### config.mk
export PLATFORM = sky130hd
export DESIGN_NAME = condicionador_entradas_flat
export DESIGN_NICKNAME = d
export VERILOG_FILES = /design/src/rtl/condicionador_entradas_if.sv /design/src/rtl/condicionador_entradas.sv /design/src/flat_wrapper.sv
export SDC_FILE = /design/constraint.sdc
export NUM_CORES = 1
export LEC_CHECK = 0
export CORE_MARGIN = 1.5
export CORE_UTILIZATION = 52
export DETAILED_ROUTE_END_ITERATION = 7
export PLACE_DENSITY = 0.79
export SLEW_MARGIN = 30
export SYNTH_ARGS = -nofsm -noshare
export SYNTH_HDL_FRONTEND = slang
export SYNTH_SLANG_ARGS = --single-unit
### constraint.sdc
create_clock -name clk -period 2.45 [get_ports clk]
set_clock_uncertainty 0.15 [all_clocks]
set_input_delay 0.3675 -clock clk [delete_from_list [all_inputs] [get_ports clk]]
set_output_delay 0.3675 -clock clk [all_outputs]
set_load 0.005 [all_outputs]
### src/rtl/condicionador_entradas_if.sv
// Bus between the raw panel inputs and the conditioned levels/strobes seen by maq1 and maq2.
// The master drives the raw levels; the conditioner (slave) drives the clean outputs.
interface condicionador_entradas_if #(
  parameter int N_CH = 7
);
  logic [N_CH-1:0] entrada_bruta;
  logic [N_CH-1:0] saida_estavel;
  logic [N_CH-1:0] pulso_subida;
  logic [N_CH-1:0] pulso_descida;
  logic            mudou;

  modport master (
    output entrada_bruta,
    input  saida_estavel,
    input  pulso_subida,
    input  pulso_descida,
    input  mudou
  );

  modport slave (
    input  entrada_bruta,
    output saida_estavel,
    output pulso_subida,
    output pulso_descida,
    output mudou
  );
endinterface

### src/rtl/condicionador_entradas.sv
// Input conditioner: 2-flop synchroniser plus per-channel debounce with rise/fall strobes.
// Channel order {sr, sn, sp, b1, b0, v1, v0}; every output is registered.
module condicionador_entradas #(
  parameter int N_CH    = 7,
  parameter int DEB_LEN = 4,
  parameter int CNT_W   = 3
) (
  input logic clk,
  input logic rst,
  condicionador_entradas_if.slave bus
);

  localparam logic [CNT_W-1:0] CNT_MAX = CNT_W'(DEB_LEN - 1);

  logic [N_CH-1:0]  sync1;
  logic [N_CH-1:0]  sync2;
  logic [N_CH-1:0]  estavel;
  logic [N_CH-1:0]  subida;
  logic [N_CH-1:0]  descida;
  logic             mudou_q;
  logic [CNT_W-1:0] cnt [N_CH];

  logic [N_CH-1:0]  estavel_n;
  logic [N_CH-1:0]  subida_n;
  logic [N_CH-1:0]  descida_n;
  logic [CNT_W-1:0] cnt_n [N_CH];

  // Any return of sync2 to the stable level discards a partial count.
  always_comb begin
    estavel_n = estavel;
    subida_n  = '0;
    descida_n = '0;
    for (int i = 0; i < N_CH; i++) begin
      cnt_n[i] = '0;
      if (sync2[i] != estavel[i]) begin
        if (cnt[i] == CNT_MAX) begin
          estavel_n[i] = sync2[i];
          subida_n[i]  = sync2[i];
          descida_n[i] = ~sync2[i];
        end else begin
          cnt_n[i] = cnt[i] + CNT_W'(1);
        end
      end
    end
  end

  always_ff @(posedge clk or posedge rst) begin
    if (rst) begin
      sync1   <= '0;
      sync2   <= '0;
      estavel <= '0;
      subida  <= '0;
      descida <= '0;
      mudou_q <= 1'b0;
      for (int i = 0; i < N_CH; i++) begin
        cnt[i] <= '0;
      end
    end else begin
      sync1   <= bus.entrada_bruta;
      sync2   <= sync1;
      estavel <= estavel_n;
      subida  <= subida_n;
      descida <= descida_n;
      mudou_q <= |(subida_n | descida_n);
      for (int i = 0; i < N_CH; i++) begin
        cnt[i] <= cnt_n[i];
      end
    end
  end

  assign bus.saida_estavel = estavel;
  assign bus.pulso_subida  = subida;
  assign bus.pulso_descida = descida;
  assign bus.mudou         = mudou_q;

endmodule

### src/flat_wrapper.sv
// flat-port wrapper written by rule: the top's interface ports become plain ports
module condicionador_entradas_flat 
#(
  parameter int N_CH    = 7,
  parameter int DEB_LEN = 4,
  parameter int CNT_W   = 3
)
  (clk, rst, bus_entrada_bruta, bus_saida_estavel, bus_pulso_subida, bus_pulso_descida, bus_mudou);
  condicionador_entradas_if #(.N_CH(N_CH)) bus_i ();
  input logic clk;
  input logic rst;
  input wire logic [$bits(bus_i.entrada_bruta)-1:0] bus_entrada_bruta;
  output wire logic [$bits(bus_i.saida_estavel)-1:0] bus_saida_estavel;
  output wire logic [$bits(bus_i.pulso_subida)-1:0] bus_pulso_subida;
  output wire logic [$bits(bus_i.pulso_descida)-1:0] bus_pulso_descida;
  output wire logic [$bits(bus_i.mudou)-1:0] bus_mudou;
  assign bus_i.entrada_bruta = bus_entrada_bruta;
  assign bus_saida_estavel = bus_i.saida_estavel;
  assign bus_pulso_subida = bus_i.pulso_subida;
  assign bus_pulso_descida = bus_i.pulso_descida;
  assign bus_mudou = bus_i.mudou;
  condicionador_entradas #(.N_CH(N_CH), .DEB_LEN(DEB_LEN), .CNT_W(CNT_W)) u_core (.clk(clk), .rst(rst), .bus(bus_i));
endmodule
==> metrics, run 1 <==
first-pass GRT wire length=5550 µm; syn nets=152; Reg area=1430 µm²; Via Count=1168; total power=2.69 mW; drt initial violations=51; number of distinct library cells after synthesis=19; DRT Pass-1 Iters=4; NetSw=0.746 mW; fraction of registers with async set/reset=100%; DR DRC count=0; cell with the most instances after synthesis=dfrtp_1; # hold bufs at CTS=0; CP endpoint kind=output pin; cell area after synthesis=2050 µm²; setup TNS=0 ns; Clock Sink Count=57; Initial Utilization=55.2%; Min Hold Slack=0.198 ns; post-CTS sizing=0; Via density=5.08; worst vdd ir=0.000575 V; GRT Util Overall=18.0%; cells taking the most area after synthesis=dfrtp_1, ha_1, and3b_1; post-synthesis adder-cell area fraction=4.27%; Buf/Inv on CP=1; clock slew at reported path FFs=0.07 ns; kind of critical path=reg2out; port bufs=30; CTS tree=done; number of H-tree levels=3; area share of the largest cell type after synthesis=69.5%; Worst EP required=1.93 ns; Post-Synth XOR/XNOR Area=5.55%; row cnt=22; CORE AREA=3720 µm²; Hold Path Stages=0; fillers=264; crit-path max cell delay=0.53 ns; RSZ-0062 raised after global routing=no; Arr. time, crit path=1.29 ns; Yosys warnings=0; area leader, netlist=dfrtp_1; Layout Area Growth over Synthesis=27.1%; Remaining Overflow, GRT=0; fin util=70.2%; crit share post-route=73.9%; Cell Chain, Critical Path=clkdlybuf4s50_1; RePlAce Congestion=0.745; mux contribution to synthesized area=3.29%; Hold Crit Class=reg2reg; die area=4330 µm²; register area share after synthesis=69.5%; relative slew slack=65.7%; combinational power share=23.2%; CTS Buffer Depth=2; multi-input logic area=622 µm²; Crit path depth=1; Mean Syn Cell Area=15.1 µm²; initial antenna violation count=0; Final ANT Viol Nets=0; maximum fanout along the worst path=6; clock share of power=29.3%; slowest CP cell=clkdlybuf4s50_1; Routed WL=3210 µm; final setup fails=0; sequential cell fraction of total power=47.6%; sw frac=27.7%; Slew Limit Fails=0; layout cells sized above 1=9.34%; Clock Latency Late Sink=0.32 ns; Final HPWL DP=2250 µm; Fin. Hold Viols=0; post-layout min period=1.81 ns; delay-heaviest family, CP=buffers and inverters; top_reg_cell synth=dfrtp_1; CTS root buf=clkbuf_8; Pleak=1.26 nW; Yosys reg bits=57; Int Power=1.95 mW; drt wl/cell=14.0 µm; Synth top cells by count=dfrtp_1, nor3b_1, and3b_1; Post-synth EDFFs=0; r2r worst-path depth=3; largest net degree at the start of global routing=34; Post-CTS Setup Bufs=0; CP Launch Type=flip-flop; outcome=completed; height of the die=65.8 µm; Ant. Diodes=0; max frequency=552 MHz; Synth Area in Compound Gates=1.22%; Least-Margin Pin Slew=0.513 ns; PwrDens=1030 nW/µm²; Cells after Synth=136; Post-Synth Simple-Gate Area=16.0%; vias in the first global route=1250; Nets=194; I/O pin total=31; TritonCTS Buffers=9; largest family of logic cells by synthesized area=simple AND/OR/NAND/NOR gates; Die Span X=65.8 µm; total of max-cap violations=0
==> per-layer routing <==
metal	part of all wire, %	vias to the layer above	routed length, µm	global-route usage, %
met5	0	-	0	0
met1	40	580	1290	19.7
met2	54	27	1720	30.1
met3	3.5	10	112	4.77
li1	-	551	-	-
met4	2.6	0	85	13.0
==> per-stage QoR <==
stage	setup WS (ns)	std cells	instance area, µm²
after floorplan	0.533	136	2050
after detailed placement	0.925	215	2430
after global routing	0.571	230	2610
after global placement	0.937	215	2430
final	0.639	230	2610
after CTS	0.612	230	2610
==> power by group through the flow <==
stage	logic, mW	registers (mW)	clock network, mW
4_1_cts	0.637	1.28	0.808
3_3_place_gp	0.587	1.27	0
5_1_grt	0.702	1.31	0.855
6_report	0.623	1.28	0.787
2_1_floorplan	0.348	1.27	0
3_5_place_dp	0.626	1.30	0
==> sequential cells by signal, indices dropped and copies added (netlist names) <==
name,count
u_core.bus.pulso_subida,7
u_core.sync2,7
u_core.bus.pulso_descida,7
u_core.cnt,21
u_core.bus.mudou,1
u_core.sync1,7
u_core.bus.saida_estavel,7
==> placed cells by master, fill, tap and decap left out, drive strengths merged, types with 2 or more instances in the layout <==
| cell | count |
|---|---|
| xnor2 | 6 |
| and3b | 11 |
| nor3b | 10 |
| a22oi | 2 |
| clkinv | 3 |
| nand2b | 2 |
| nor2b | 7 |
| nand2 | 4 |
| nor3 | 6 |
| ha | 7 |
| mux2 | 6 |
| clkbuf | 11 |
| and2 | 6 |
| dfrtp | 57 |
| clkdlybuf4s50 | 30 |
| xor2 | 7 |
==> logic make-up after synthesis <==
| kind of cell | after synthesis |
|---|---|
| AO/OA/AOI/OAI | 3 |
| XOR/XNOR | 13 |
| adder cells (fa/ha/maj) | 7 |
| buffers and inverters | 1 |
| flip-flops | 57 |
| multiplexers | 6 |
| AND/OR/NAND/NOR | 49 |
==> worst paths after layout <==
kind / start / endpoint / slack [ns]
setup / recovery: u_core.bus.saida_estavel[3] / bus_saida_estavel[3] / 0.64
hold / removal: u_core.sync1[0] / u_core.sync2[0] / 0.20
setup reg to reg: u_core.cnt[0] / u_core.bus.saida_estavel[6] / 0.93
max in group asynchronous: rst / u_core.bus.saida_estavel[0] / 1.36
min in group asynchronous: rst / u_core.cnt[2] / 0.25
hold reg to reg: u_core.sync1[0] / u_core.sync2[0] / 0.20
==> final cells by class <==
type,count,area share (%)
clock inverters,4,1.73
clock buffers,11,5.04
multi-input cells,78,23.8
repair buffers,31,12.3
flip-flops and latches,57,54.7
well taps,48,2.30
inverters,1,0.144
(Power assumes the default switching activity.)
==> inputs of run 2 (changes only) <==
==> constraint.sdc (replaced) <==
create_clock -name clk -period 1.7 [get_ports clk]
set_clock_uncertainty 0.15 [all_clocks]
set_input_delay 0.255 -clock clk [delete_from_list [all_inputs] [get_ports clk]]
set_output_delay 0.255 -clock clk [all_outputs]
set_load 0.005 [all_outputs]
==> run 2 against run 1 <==
- wire length is 3.0% lower
- hold slack is essentially flat
- sequential share of layout area down 0.71 points
==> metrics, run 2 (synthesis results as in run 1) <==
outcome=completed; layout cells sized above 1=12.4%; worst vdd ir=0.000826 V; Final ANT Viol Nets=0; Worst EP required=1.29 ns; multi-input logic area=622 µm²; Cell Chain, Critical Path=clkdlybuf4s50_1; Via density=4.88; slowest CP cell=clkdlybuf4s50_1; Die Span X=65.8 µm; Final Non-Filler Cells=234; post-layout min period=1.65 ns; largest net degree at the start of global routing=58; total power=3.93 mW; Fin. Hold Viols=0; Via Count=1143; RSZ-0062 raised after global routing=no; crit-path max cell delay=0.51 ns; final setup fails=0; Hold Path Stages=0; clock slew at reported path FFs=0.05 ns; TritonCTS Buffers=9; Clock Latency Late Sink=0.33 ns; max reg flops=21; Routed WL=3110 µm; most common cell after layout, fill and taps aside=dfrtp_1; r2r worst-path depth=4; Nets=200; Layout Area Growth over Synthesis=29.1%; CORE AREA=3720 µm²; I/O pin total=31; Reg area=1430 µm²; first-pass GRT wire length=5580 µm; number of H-tree levels=3; Buf/Inv on CP=1; relative slew slack=76.6%; GRT Util Overall=18.2%; Hold Crit Class=reg2reg; RePlAce Congestion=0.782; fillers=255; setup TNS=0 ns; maximum fanout along the worst path=6; DRT Pass-1 Iters=4; height of the die=65.8 µm; PwrDens=1480 nW/µm²; CTS tree=done; total of max-cap violations=0; CTS Buffer Depth=2; Clock Sink Count=57; row cnt=22; drt initial violations=69; Arr. time, crit path=1.24 ns; die area=4330 µm²; Ant. Diodes=0; Initial Utilization=55.2%; Pleak=1.27 nW; CTS root buf=clkbuf_8; drt wl/cell=13.3 µm; vias in the first global route=1222; pre-CTS setup slack=0.220 ns; fin util=71.3%; port bufs=30; Remaining Overflow, GRT=0; Crit path depth=1; Final HPWL DP=2160 µm; CP Launch Type=flip-flop; delay-heaviest family, CP=buffers and inverters; initial antenna violation count=0; CP endpoint kind=output pin; most frequent cells in the layout=dfrtp_1, clkdlybuf4s50_1, nor3b_1, and3b_1, clkbuf_8; Slew Limit Fails=0; worst setup margin=0.0529 ns; crit share post-route=96.9%; kind of critical path=reg2out; max frequency=607 MHz; # placed instances=215; Top reg by flops=u_core.cnt; Least-Margin Pin Slew=0.351 ns; DR DRC count=0
==> run 2: changes by cell type in the layout (fill, tap and decap cells not counted) <==
cell,change
clkinv_2,-3
dfrtp_1,-3
inv_2,-1
buf_4,+6
clkinvlp_4,+1
clkbuf_1,+1
dfrtp_2,+3
==> run 2: final cells by class <==
| class | count | area share (%) |
|---|---|---|
| inverters | 1 | 0.283 |
| clock buffers | 12 | 5.10 |
| flip-flops and latches | 57 | 54.0 |
| repair buffers | 37 | 13.8 |
| well taps | 48 | 2.27 |
| multi-input cells | 78 | 23.5 |
| clock inverters | 1 | 1.13 |
==> run 2: power breakdown <==
part / internal (mW) / total [mW] / leakage (nW) / switching (mW)
logic: 0.603 / 1.05 / 0.458 / 0.443
registers: 1.63 / 1.79 / 0.730 / 0.164
clock network: 0.652 / 1.09 / 0.0824 / 0.436
total: 2.89 / 3.93 / 1.27 / 1.04
==> run 2: repair_timing <==
item                       in CTS  in global routing
setup endpoints to repair       6                  3
gates cloned                    0                  0
hold buffers                    0                  0
resized for setup               3                  0
buffers inserted                3                  3
==> run 2: layer usage <==
layer | GRT usage [%] | up-vias | part of all wire [%]
li1 | - | 560 | -
met4 | 11.7 | 0 | 2.5
met5 | 0 | - | 0
met2 | 28.8 | 25 | 52
met3 | 6.13 | 7 | 4.1
met1 | 21.1 | 551 | 42
==> run 2: through the flow <==
step / cell area (µm²) / hold WS [ns]
final: 2650 / 0.198
after floorplan: 2060 / 0.136
after global routing: 2650 / 0.207
after global placement: 2440 / 0.182
after CTS: 2630 / 0.199
after detailed placement: 2440 / 0.186
==> run 2: path summary, 6_finish.rpt <==
path / endpoint / slack, ns / startpoint
max in group asynchronous: u_core.bus.saida_estavel[5] / 0.94 / rst
min in group asynchronous: u_core.cnt[11] / 0.21 / rst
worst min-delay path: u_core.sync2[4] / 0.20 / u_core.sync1[4]
worst max register to register: u_core.bus.mudou / 0.21 / u_core.cnt[9]
worst min register to register: u_core.sync2[4] / 0.20 / u_core.sync1[4]
worst max-delay path: bus_saida_estavel[3] / 0.05 / u_core.bus.saida_estavel[3]
==> inputs of run 3 (changes only) <==
--- a/config.mk
+++ b/config.mk
@@ -6,9 +6,10 @@
 export NUM_CORES = 1
 export LEC_CHECK = 0
 export CORE_MARGIN = 1.5
-export CORE_UTILIZATION = 52
+export CORE_UTILIZATION = 55
+export CTS_BUF_LIST = sky130_fd_sc_hd__clkbuf_4 sky130_fd_sc_hd__clkbuf_8
 export DETAILED_ROUTE_END_ITERATION = 7
-export PLACE_DENSITY = 0.79
+export PLACE_DENSITY = 0.83
 export SLEW_MARGIN = 30
 export SYNTH_ARGS = -nofsm -noshare
 export SYNTH_HDL_FRONTEND = slang
==> run 3 against run 2 <==
- critical path depth unchanged
- via count increased by 5.9%
- wire length increased by 4.3%
- clock power about the same
- sequential share of layout area decreased by 0.61 points
- flip-flop and latch count unchanged
- power increased by 1.4%
- hold slack got worse by 0.0055 ns
- combinational power increased by 5%
==> metrics, run 3 (synthesis results as in run 1) <==
RePlAce Congestion=0.691; reg-to-reg startpoint=u_core.cnt[9]; maximum fanout along the worst path=5; fillers=256; Remaining Overflow, GRT=0; Die Span X=64.1 µm; Routed WL=3250 µm; vias in the first global route=1272; Ant. Diodes=0; I/O pin total=31; PwrDens=1490 nW/µm²; Final ANT Viol Nets=0; Slew Limit Fails=0; CP endpoint kind=output pin; crit-path max cell delay=0.51 ns; Min Hold Slack=0.192 ns; row cnt=22; most common cell after layout, fill and taps aside=dfrtp_1; Worst EP required=1.29 ns; Layout Area Growth over Synthesis=30.7%; max frequency=614 MHz; area post-placement=2440 µm²; DR DRC count=0; Via Count=1210; Initial Utilization=56.5%; Clock Sink Count=57; DRT Pass-1 Iters=4; crit share post-route=95.8%; most frequent cells in the layout=dfrtp_1, clkdlybuf4s50_1, clkbuf_8, nor3b_1, and3b_1; Clock Latency Late Sink=0.33 ns; Arr. time, crit path=1.22 ns; CORE AREA=3630 µm²; setup TNS=0 ns; relative slew slack=78.0%; Final HPWL DP=2170 µm; post-layout min period=1.63 ns; Via density=5.06; Cell Chain, Critical Path=clkdlybuf4s50_1; TritonCTS Buffers=9; largest net degree at the start of global routing=58; CP Launch Type=flip-flop; design area=2680 µm²; drt wl/cell=13.6 µm; first-pass GRT wire length=5780 µm; Hold Crit Class=in2async; final setup fails=0; outcome=completed; Buf/Inv on CP=1; CTS root buf=clkbuf_8; port bufs=30; CTS tree=done; clock slew at reported path FFs=0.06 ns; kind of critical path=reg2out; initial antenna violation count=0; Setup crit start=u_core.bus.saida_estavel[2]; CTS Buffer Depth=2; layout cells sized above 1=16.8%; delay-heaviest family, CP=buffers and inverters; Pleak=1.30 nW; Least-Margin Pin Slew=0.330 ns; drt initial violations=90; slowest CP cell=clkdlybuf4s50_1; RSZ-0062 raised after global routing=no; worst vdd ir=0.000807 V; Fin. Hold Viols=0; total of max-cap violations=0; Top reg by flops=u_core.cnt; max reg flops=21; die area=4110 µm²; number of H-tree levels=3; Nets=202; Reg area=1430 µm²; multi-input logic area=622 µm²; GRT Util Overall=19.7%; height of the die=64.1 µm
-- run 3: final timing paths --
kind / endpoint / slack (ns) / depth (start not counted)
setup / recovery: bus_saida_estavel[2] / 0.07 / 1
hold / removal: u_core.bus.pulso_descida[5] / 0.19 / 3
min in group clk: u_core.sync2[2] / 0.19 / 0
setup reg to reg: u_core.bus.mudou / 0.16 / 4
max in group asynchronous: u_core.bus.saida_estavel[4] / 0.95 / 3
hold reg to reg: u_core.sync2[2] / 0.19 / 0
-- run 3: timing repair --
item                                   CTS  global route
gates resized for setup                  3             1
buffers inserted                         3             5
endpoints found under the hold margin    0             0
hold buffers                             0             0
setup endpoints to repair                6             4
-- run 3: through the flow --
step	std cells	util [%]	setup slack [ns]	power [mW]
after floorplan	136	-	0.310	2.34
after global placement	215	67.0	0.279	2.68
after detailed placement	215	67.0	0.194	2.75
after CTS	234	72.8	0.00341	3.95
after global routing	239	73.8	0.0152	4.28
final	239	73.8	0.0711	3.98
-- run 3: cell type report --
cell class                 count  area share [%]
clock buffer                  13            6.20
clock inverter                 3           0.560
inverter                       1           0.280
multi-input combinational     78            23.2
sequential                    57            53.4
tap                           48            2.24
timing repair buffer          39            14.2
-- run 3: per-layer routing --
layer | vias to the layer above | wire length [µm] | global-route usage (%)
met5 | - | 0 | 0
met4 | 0 | 57 | 11.1
met3 | 6 | 153 | 7.39
met2 | 26 | 1730 | 30.7
met1 | 609 | 1310 | 23.4
li1 | 569 | - | -
-- run 3: power breakdown --
group	total, mW	internal [mW]	leakage, nW	switching (mW)
clock network	1.10	0.632	0.100	0.472
logic	1.10	0.632	0.467	0.463
registers	1.78	1.63	0.729	0.153
